[src/rtl/alu_stream_pkg.sv]
// Shared opcode encoding and generator widths for the alu_stream block.
package alu_stream_pkg;

    localparam int unsigned OP_WIDTH    = 4;
    localparam int unsigned OPCNT_WIDTH = 3;

    localparam logic [OP_WIDTH-1:0] OP_ADD  = 4'd0;
    localparam logic [OP_WIDTH-1:0] OP_SUB  = 4'd1;
    localparam logic [OP_WIDTH-1:0] OP_AND  = 4'd2;
    localparam logic [OP_WIDTH-1:0] OP_OR   = 4'd3;
    localparam logic [OP_WIDTH-1:0] OP_XOR  = 4'd4;
    localparam logic [OP_WIDTH-1:0] OP_SHL  = 4'd5;
    localparam logic [OP_WIDTH-1:0] OP_SHR  = 4'd6;
    localparam logic [OP_WIDTH-1:0] OP_SLTU = 4'd7;

endpackage

[src/rtl/alu_stream_core.sv]
// Combinational ALU: result and status flag for one operand pair.
module alu_stream_core
    import alu_stream_pkg::*;
#(
    parameter int unsigned data_width = 32
) (
    input  logic [data_width-1:0] a,
    input  logic [data_width-1:0] b,
    input  logic [OP_WIDTH-1:0]   op,
    output logic [data_width-1:0] r,
    output logic                  flag
);

    logic [data_width:0] sum;
    logic [data_width:0] diff;
    logic [4:0]          shamt;
    logic                shift_oob;
    logic                chk_zero;

    assign sum   = {1'b0, a} + {1'b0, b};
    // Top bit of the widened difference is the unsigned borrow (a < b).
    assign diff  = {1'b0, a} - {1'b0, b};
    // Only five shift bits are honoured whatever the data width.
    assign shamt = b[4:0];
    assign shift_oob = 32'(shamt) >= data_width;

    // Decode the opcode into result and flag; logic ops flag a zero result.
    always_comb begin
        r        = '0;
        flag     = 1'b0;
        chk_zero = 1'b0;
        case (op)
            OP_ADD: begin
                r    = sum[data_width-1:0];
                flag = sum[data_width];
            end
            OP_SUB: begin
                r    = diff[data_width-1:0];
                flag = diff[data_width];
            end
            OP_AND: begin
                r        = a & b;
                chk_zero = 1'b1;
            end
            OP_OR: begin
                r        = a | b;
                chk_zero = 1'b1;
            end
            OP_XOR: begin
                r        = a ^ b;
                chk_zero = 1'b1;
            end
            OP_SHL: begin
                r        = shift_oob ? '0 : (a << shamt);
                chk_zero = 1'b1;
            end
            OP_SHR: begin
                r        = shift_oob ? '0 : (a >> shamt);
                chk_zero = 1'b1;
            end
            OP_SLTU: begin
                r    = {{(data_width-1){1'b0}}, diff[data_width]};
                flag = (a == b);
            end
            default: begin
                r    = '0;
                flag = 1'b1;
            end
        endcase
        if (chk_zero) begin
            flag = (r == '0);
        end
    end

endmodule

[src/rtl/alu_stream.sv]
// Operand source select, pipelined ALU with backpressure, and flag counter.
module alu_stream
    import alu_stream_pkg::*;
#(
    parameter int unsigned data_width  = 32,
    parameter int unsigned pipe_stages = 2,
    parameter int unsigned seed        = 1,
    parameter int unsigned cnt_width   = 16
) (
    input  logic                  clk,
    input  logic                  rst,
    input  logic                  gen_en,
    input  logic                  in_valid,
    output logic                  in_ready,
    input  logic [data_width-1:0] in_a,
    input  logic [data_width-1:0] in_b,
    input  logic [OP_WIDTH-1:0]   in_op,
    output logic                  out_valid,
    input  logic                  out_ready,
    output logic [data_width-1:0] R,
    output logic                  flag,
    output logic [cnt_width-1:0]  flag_count
);

    localparam logic [data_width-1:0] SeedInit = data_width'(seed);

    logic                   adv;
    logic                   src_valid;
    logic [data_width-1:0]  src_a;
    logic [data_width-1:0]  src_b;
    logic [OP_WIDTH-1:0]    src_op;
    logic [data_width-1:0]  alu_r;
    logic                   alu_flag;

    logic [pipe_stages-1:0] valid_q;
    logic [pipe_stages-1:0] flag_q;
    logic [data_width-1:0]  r_q [pipe_stages];

    logic [data_width-1:0]  gen_cnt_q;
    logic [OPCNT_WIDTH-1:0] op_cnt_q;
    logic [cnt_width-1:0]   flag_count_q;

    // Whole pipeline moves in lockstep whenever the output slot is free or drained.
    assign adv      = !valid_q[pipe_stages-1] || out_ready;
    assign in_ready = adv && !gen_en;

    // Pick one source per beat; the generator is always ready with data.
    always_comb begin
        src_valid = in_valid;
        src_a     = in_a;
        src_b     = in_b;
        src_op    = in_op;
        if (gen_en) begin
            src_valid = 1'b1;
            src_a     = gen_cnt_q;
            src_b     = {gen_cnt_q[data_width-2:0], gen_cnt_q[data_width-1]};
            src_op    = {1'b0, op_cnt_q};
        end
    end

    alu_stream_core #(
        .data_width(data_width)
    ) u_core (
        .a   (src_a),
        .b   (src_b),
        .op  (src_op),
        .r   (alu_r),
        .flag(alu_flag)
    );

    // Pipeline registers; data only moves behind a valid beat so bubbles keep old values.
    always_ff @(posedge clk) begin
        if (rst) begin
            valid_q <= '0;
            flag_q  <= '0;
            for (int i = 0; i < int'(pipe_stages); i++) begin
                r_q[i] <= '0;
            end
        end else if (adv) begin
            valid_q[0] <= src_valid;
            if (src_valid) begin
                r_q[0]    <= alu_r;
                flag_q[0] <= alu_flag;
            end
            for (int i = 1; i < int'(pipe_stages); i++) begin
                valid_q[i] <= valid_q[i-1];
                if (valid_q[i-1]) begin
                    r_q[i]    <= r_q[i-1];
                    flag_q[i] <= flag_q[i-1];
                end
            end
        end
    end

    // Operand generator: op cycles 0..7, operand steps once per full op sweep.
    always_ff @(posedge clk) begin
        if (rst) begin
            gen_cnt_q <= SeedInit;
            op_cnt_q  <= '0;
        end else if (gen_en && adv) begin
            op_cnt_q <= op_cnt_q + 1'b1;
            if (op_cnt_q == '1) begin
                gen_cnt_q <= gen_cnt_q + 1'b1;
            end
        end
    end

    // Saturating count of delivered results with flag set.
    always_ff @(posedge clk) begin
        if (rst) begin
            flag_count_q <= '0;
        end else if (out_valid && out_ready && flag && (flag_count_q != '1)) begin
            flag_count_q <= flag_count_q + 1'b1;
        end
    end

    assign out_valid  = valid_q[pipe_stages-1];
    assign R          = r_q[pipe_stages-1];
    assign flag       = flag_q[pipe_stages-1];
    assign flag_count = flag_count_q;

endmodule

[config.mk]
export PLATFORM = sky130hd
export DESIGN_NAME = alu_stream
export DESIGN_NICKNAME = d
export VERILOG_FILES = /design/src/rtl/alu_stream_pkg.sv /design/src/rtl/alu_stream_core.sv /design/src/rtl/alu_stream.sv
export SDC_FILE = /design/constraint.sdc
export NUM_CORES = 1
export LEC_CHECK = 0
export BUFFER_PORTS_ARGS = -buffer_cell sky130_fd_sc_hd__buf_2
export CORE_UTILIZATION = 45
export CTS_CLUSTER_DIAMETER = 200
export CTS_CLUSTER_SIZE = 10
export DETAILED_ROUTE_END_ITERATION = 16
export SETUP_SLACK_MARGIN = 0.3
export SLEW_MARGIN = 10
export SYNTH_ARGS = -nofsm -noshare
export SYNTH_HDL_FRONTEND = slang
export SYNTH_HIERARCHICAL = 1
export SYNTH_SLANG_ARGS = --single-unit
[constraint.sdc]
create_clock -name clk -period 7.61 [get_ports clk]
set_clock_uncertainty 0.1 [all_clocks]
set_input_delay 0.761 -clock clk [delete_from_list [all_inputs] [get_ports clk]]
set_output_delay 0.761 -clock clk [all_outputs]
set_load 0.02 [all_outputs]
==> impl_metrics.ini <==
[run_status]
status = completed

[yosys]
yosysSeqAreaShare_pct = 19.17
synth_top_cell_by_area = edfxtp_1
synth_top_area_share_pct = 12.19
yosysUniqueCellTypes = 104
ys.warnings.count = 6
synth_edf_count = 64
synthCells = 2036
synthTopCellsByArea = edfxtp_1 (12%), ha_1 (8.3%), dfxtp_1 (7.0%), o21ai_0 (5.2%), mux4_2 (4.9%)
synthArstFlopShare_pct = 0
ys.flop_type = edfxtp_1
synth_area_um2 = 15770
syn_nets = 2216
ys_ff_latch = 119
avgSynthCellArea_um2 = 7.745

[placed_design]
dpl_cell_area_um2 = 16570
numPortBuffers = 123
hpwl_mm = 54.54
place.gp.congestion = 1.064
place_inst = 2512

[setup_path]
critPathLaunchType = input port
rr_startpoint = gen_cnt_q[13]
cpPeakStageDelay_ps = 650
crit_start = gen_en
cp_cell_sequence = buf_4, buf_12, mux2_2, inv_1, buf_4, nor4_2, buf_4, and3_1, a221oi_1, o31ai_1, nor3_1, o211ai_1, or3_1, nor4_1, nand4_1, o41ai_2, o211ai_1, a21oi_1
reg2regPathDepth = 16
cpMostUsedCell = buf_4
crit_buf_inv = 5
cpLargestDelayFamily = simple AND/OR/NAND/NOR gates
crit_type = input port to flip-flop
end_kind = flip-flop
critPathMaxFanout = 63
cp_data_arrival_time_ps = 6870
crit_required_ps = 7890
cpMaxStageDelayCell = mux2_2
reg2reg_to = flag_q[0]
r2r_slack_ps = 1600

[clocking]
postCtsHoldBufs = 0
cts_setup_buffers = 0
clock_latency_ps = 470
cts_root_buf = clkbuf_16
post_cts_resized = 0
cts_buffers = 17
clock_sinks = 119
h-tree-depth = 4
cts_buffer_depth = 2
path_clk_slew_ps = 70
tritoncts = yes

[global_routing]
grt_pass1_wl_mm = 102.1
antenna_found_initial = 0
grt_use_met2_pct = 55.87
grt_use_met1_pct = 53.30
grt_pass1_vias = 15599
met3_usage_pct = 9.880
busiest_layer = met2
overflow = 0
grt_use_total_pct = 38.46
grt_start_max_net_pins = 67

[hold_path]
holdPathStages = 2
holdPathEnd = op_cnt_q[1]
worstHoldPathType = flip-flop to flip-flop
holdCritStartpoint = op_cnt_q[1]

[floorplan]
coreArea_um2 = 34540
die_h_um = 189.2
rows = 68
start_util_pct = 45.65
fp.dieArea_um2 = 35790
io_pins = 124
die_w_um = 189.2

[finish]
drive_gt1_share_pct = 15.70
final_area_um2 = 17170
fin_nets = 2256
area_growth_syn_to_layout_pct = 8.871
final_common_cell = nand2_1
num_antenna_cells = 0
final_cell_mix = nand2_1 (167), inv_1 (165), o21ai_0 (160)
finalNonFillerCells = 2544
fill_cells = 3482

[timing]
rsz0062_at_grt = false
finalSetupViolCount = 0
hold_slack_ps = 377.1
worst_pin_slew_ps = 1319
max_freq_mhz = 151.7
finalCritPeriodShare_pct = 86.63
tns_ps = 0
finalCriticalPeriod_ps = 6593
hold_viol_final = 0
drv_slew = 0
slew_headroom_pct = 9.759

[detailed_routing]
drcViolationCount = 0
drt_iter0_drc = 2485
dr.pass1.iters = 8
wl_mm = 70.09
ant_nets = 0
num_vias = 17159
post_drt_wl_per_cell_um = 27.55
via_per_inst = 6.745

[power_and_ir_drop]
p_leak_nw = 6.861
p_per_area_nw_per_um2 = 152.2
peakVddDrop_v = 0.0001888

[flow_run]
cap_violations = 0
## per-layer routing
metal	vias to the layer above	wire [um]
li1	7586	-
met1	8286	29590
met2	1114	29510
met3	173	7901
met4	0	3094
met5	-	0
## power breakdown
group | switching, mW | internal [mW]
clock | 0.355 | 0.499
sequential | 0.0112 | 0.727
combinational | 0.687 | 0.334
## layout make-up
class                   count  area (um2)  area share (%)
multi-input cells        1577       11190           65.18
clock buffers              20       489.2           2.850
inverters                 168       630.6           3.673
repair buffers            193        1156           6.734
clock inverters            12       108.9          0.6341
flip-flops and latches    119        3023           17.61
well taps                 455       569.3           3.316
## worst max path at each step
stage | cells past startpoint | endpoint | slack, ps
after global placement | 18 | flag_q[0] | 900
final | 18 | flag_q[0] | 1020
after detailed placement | 18 | flag_q[0] | 850
after floorplan | 24 | flag_q[0] | 2220
after CTS | 18 | flag_q[0] | 1330
after global routing | 18 | flag_q[0] | 970
## worst register-to-register path: stages, from the launching register on
cell	delay (ps)
dfxtp_1	440
nand2_1	90
o21ai_0	370
inv_1	160
ha_1	580
inv_1	220
a2111oi_0	640
o311ai_0	450
o21ai_1	270
o221ai_1	150
a2111oi_0	1130
nand4_1	220
nor4_1	240
nand4_1	200
o41ai_2	370
o211ai_1	150
a21oi_1	170
## logic make-up after synthesis
kind of cell | synth area share (%)
xor gates and xnor gates | 1.555
buffers and inverters | 10.35
adders and majority gates | 8.585
AOI/OAI and AO/OA | 25.15
DFF | 19.17
and+or+nand+nor | 23.72
muxes | 11.47
## cell usage after synthesis (8+ instances only)
library cell / number
a21oi_1: 143
o21ai_0: 165
o221ai_1: 18
xnor2_1: 21
edfxtp_1: 64
or4_1: 23
nor4_1: 33
mux2_2: 31
inv_1: 165
nand2b_1: 20
buf_6: 15
o21bai_1: 8
a2111oi_0: 10
clkbuf_1: 75
o22ai_1: 19
and3_1: 14
a221oi_1: 11
buf_4: 46
o31ai_1: 38
a22oi_1: 24
dfxtp_1: 55
nor2_1: 148
buf_1: 13
mux4_2: 34
mux2i_1: 57
nor2b_1: 27
a211oi_1: 27
and2_1: 79
nand4_1: 29
or3_1: 19
o211ai_1: 26
and4_1: 9
nand2_1: 167
nand3_1: 48
ha_1: 105
nor3_1: 38
buf_2: 18
a31oi_1: 12
a21o_1: 12
## metrics by stage
stage / setup slack (ps) / utilization [%] / total power, mW
2_1_floorplan: 2218 / - / 1.410
3_3_place_gp: 900.6 / 47.97 / 1.731
3_5_place_dp: 852.8 / 47.97 / 1.726
4_1_cts: 1327 / 49.70 / 2.577
5_1_grt: 969.6 / 49.70 / 2.694
6_report: 1017 / 49.70 / 2.613
## registers in the layout (all words and copies together), names as in the netlist
| signal | cells |
|---|---|
| gen_cnt_q | 32 |
| op_cnt_q | 3 |
| r_q | 64 |
| valid_q | 2 |
| flag_q | 2 |
| flag_count | 16 |
Power figures use the tool's default switching activity.
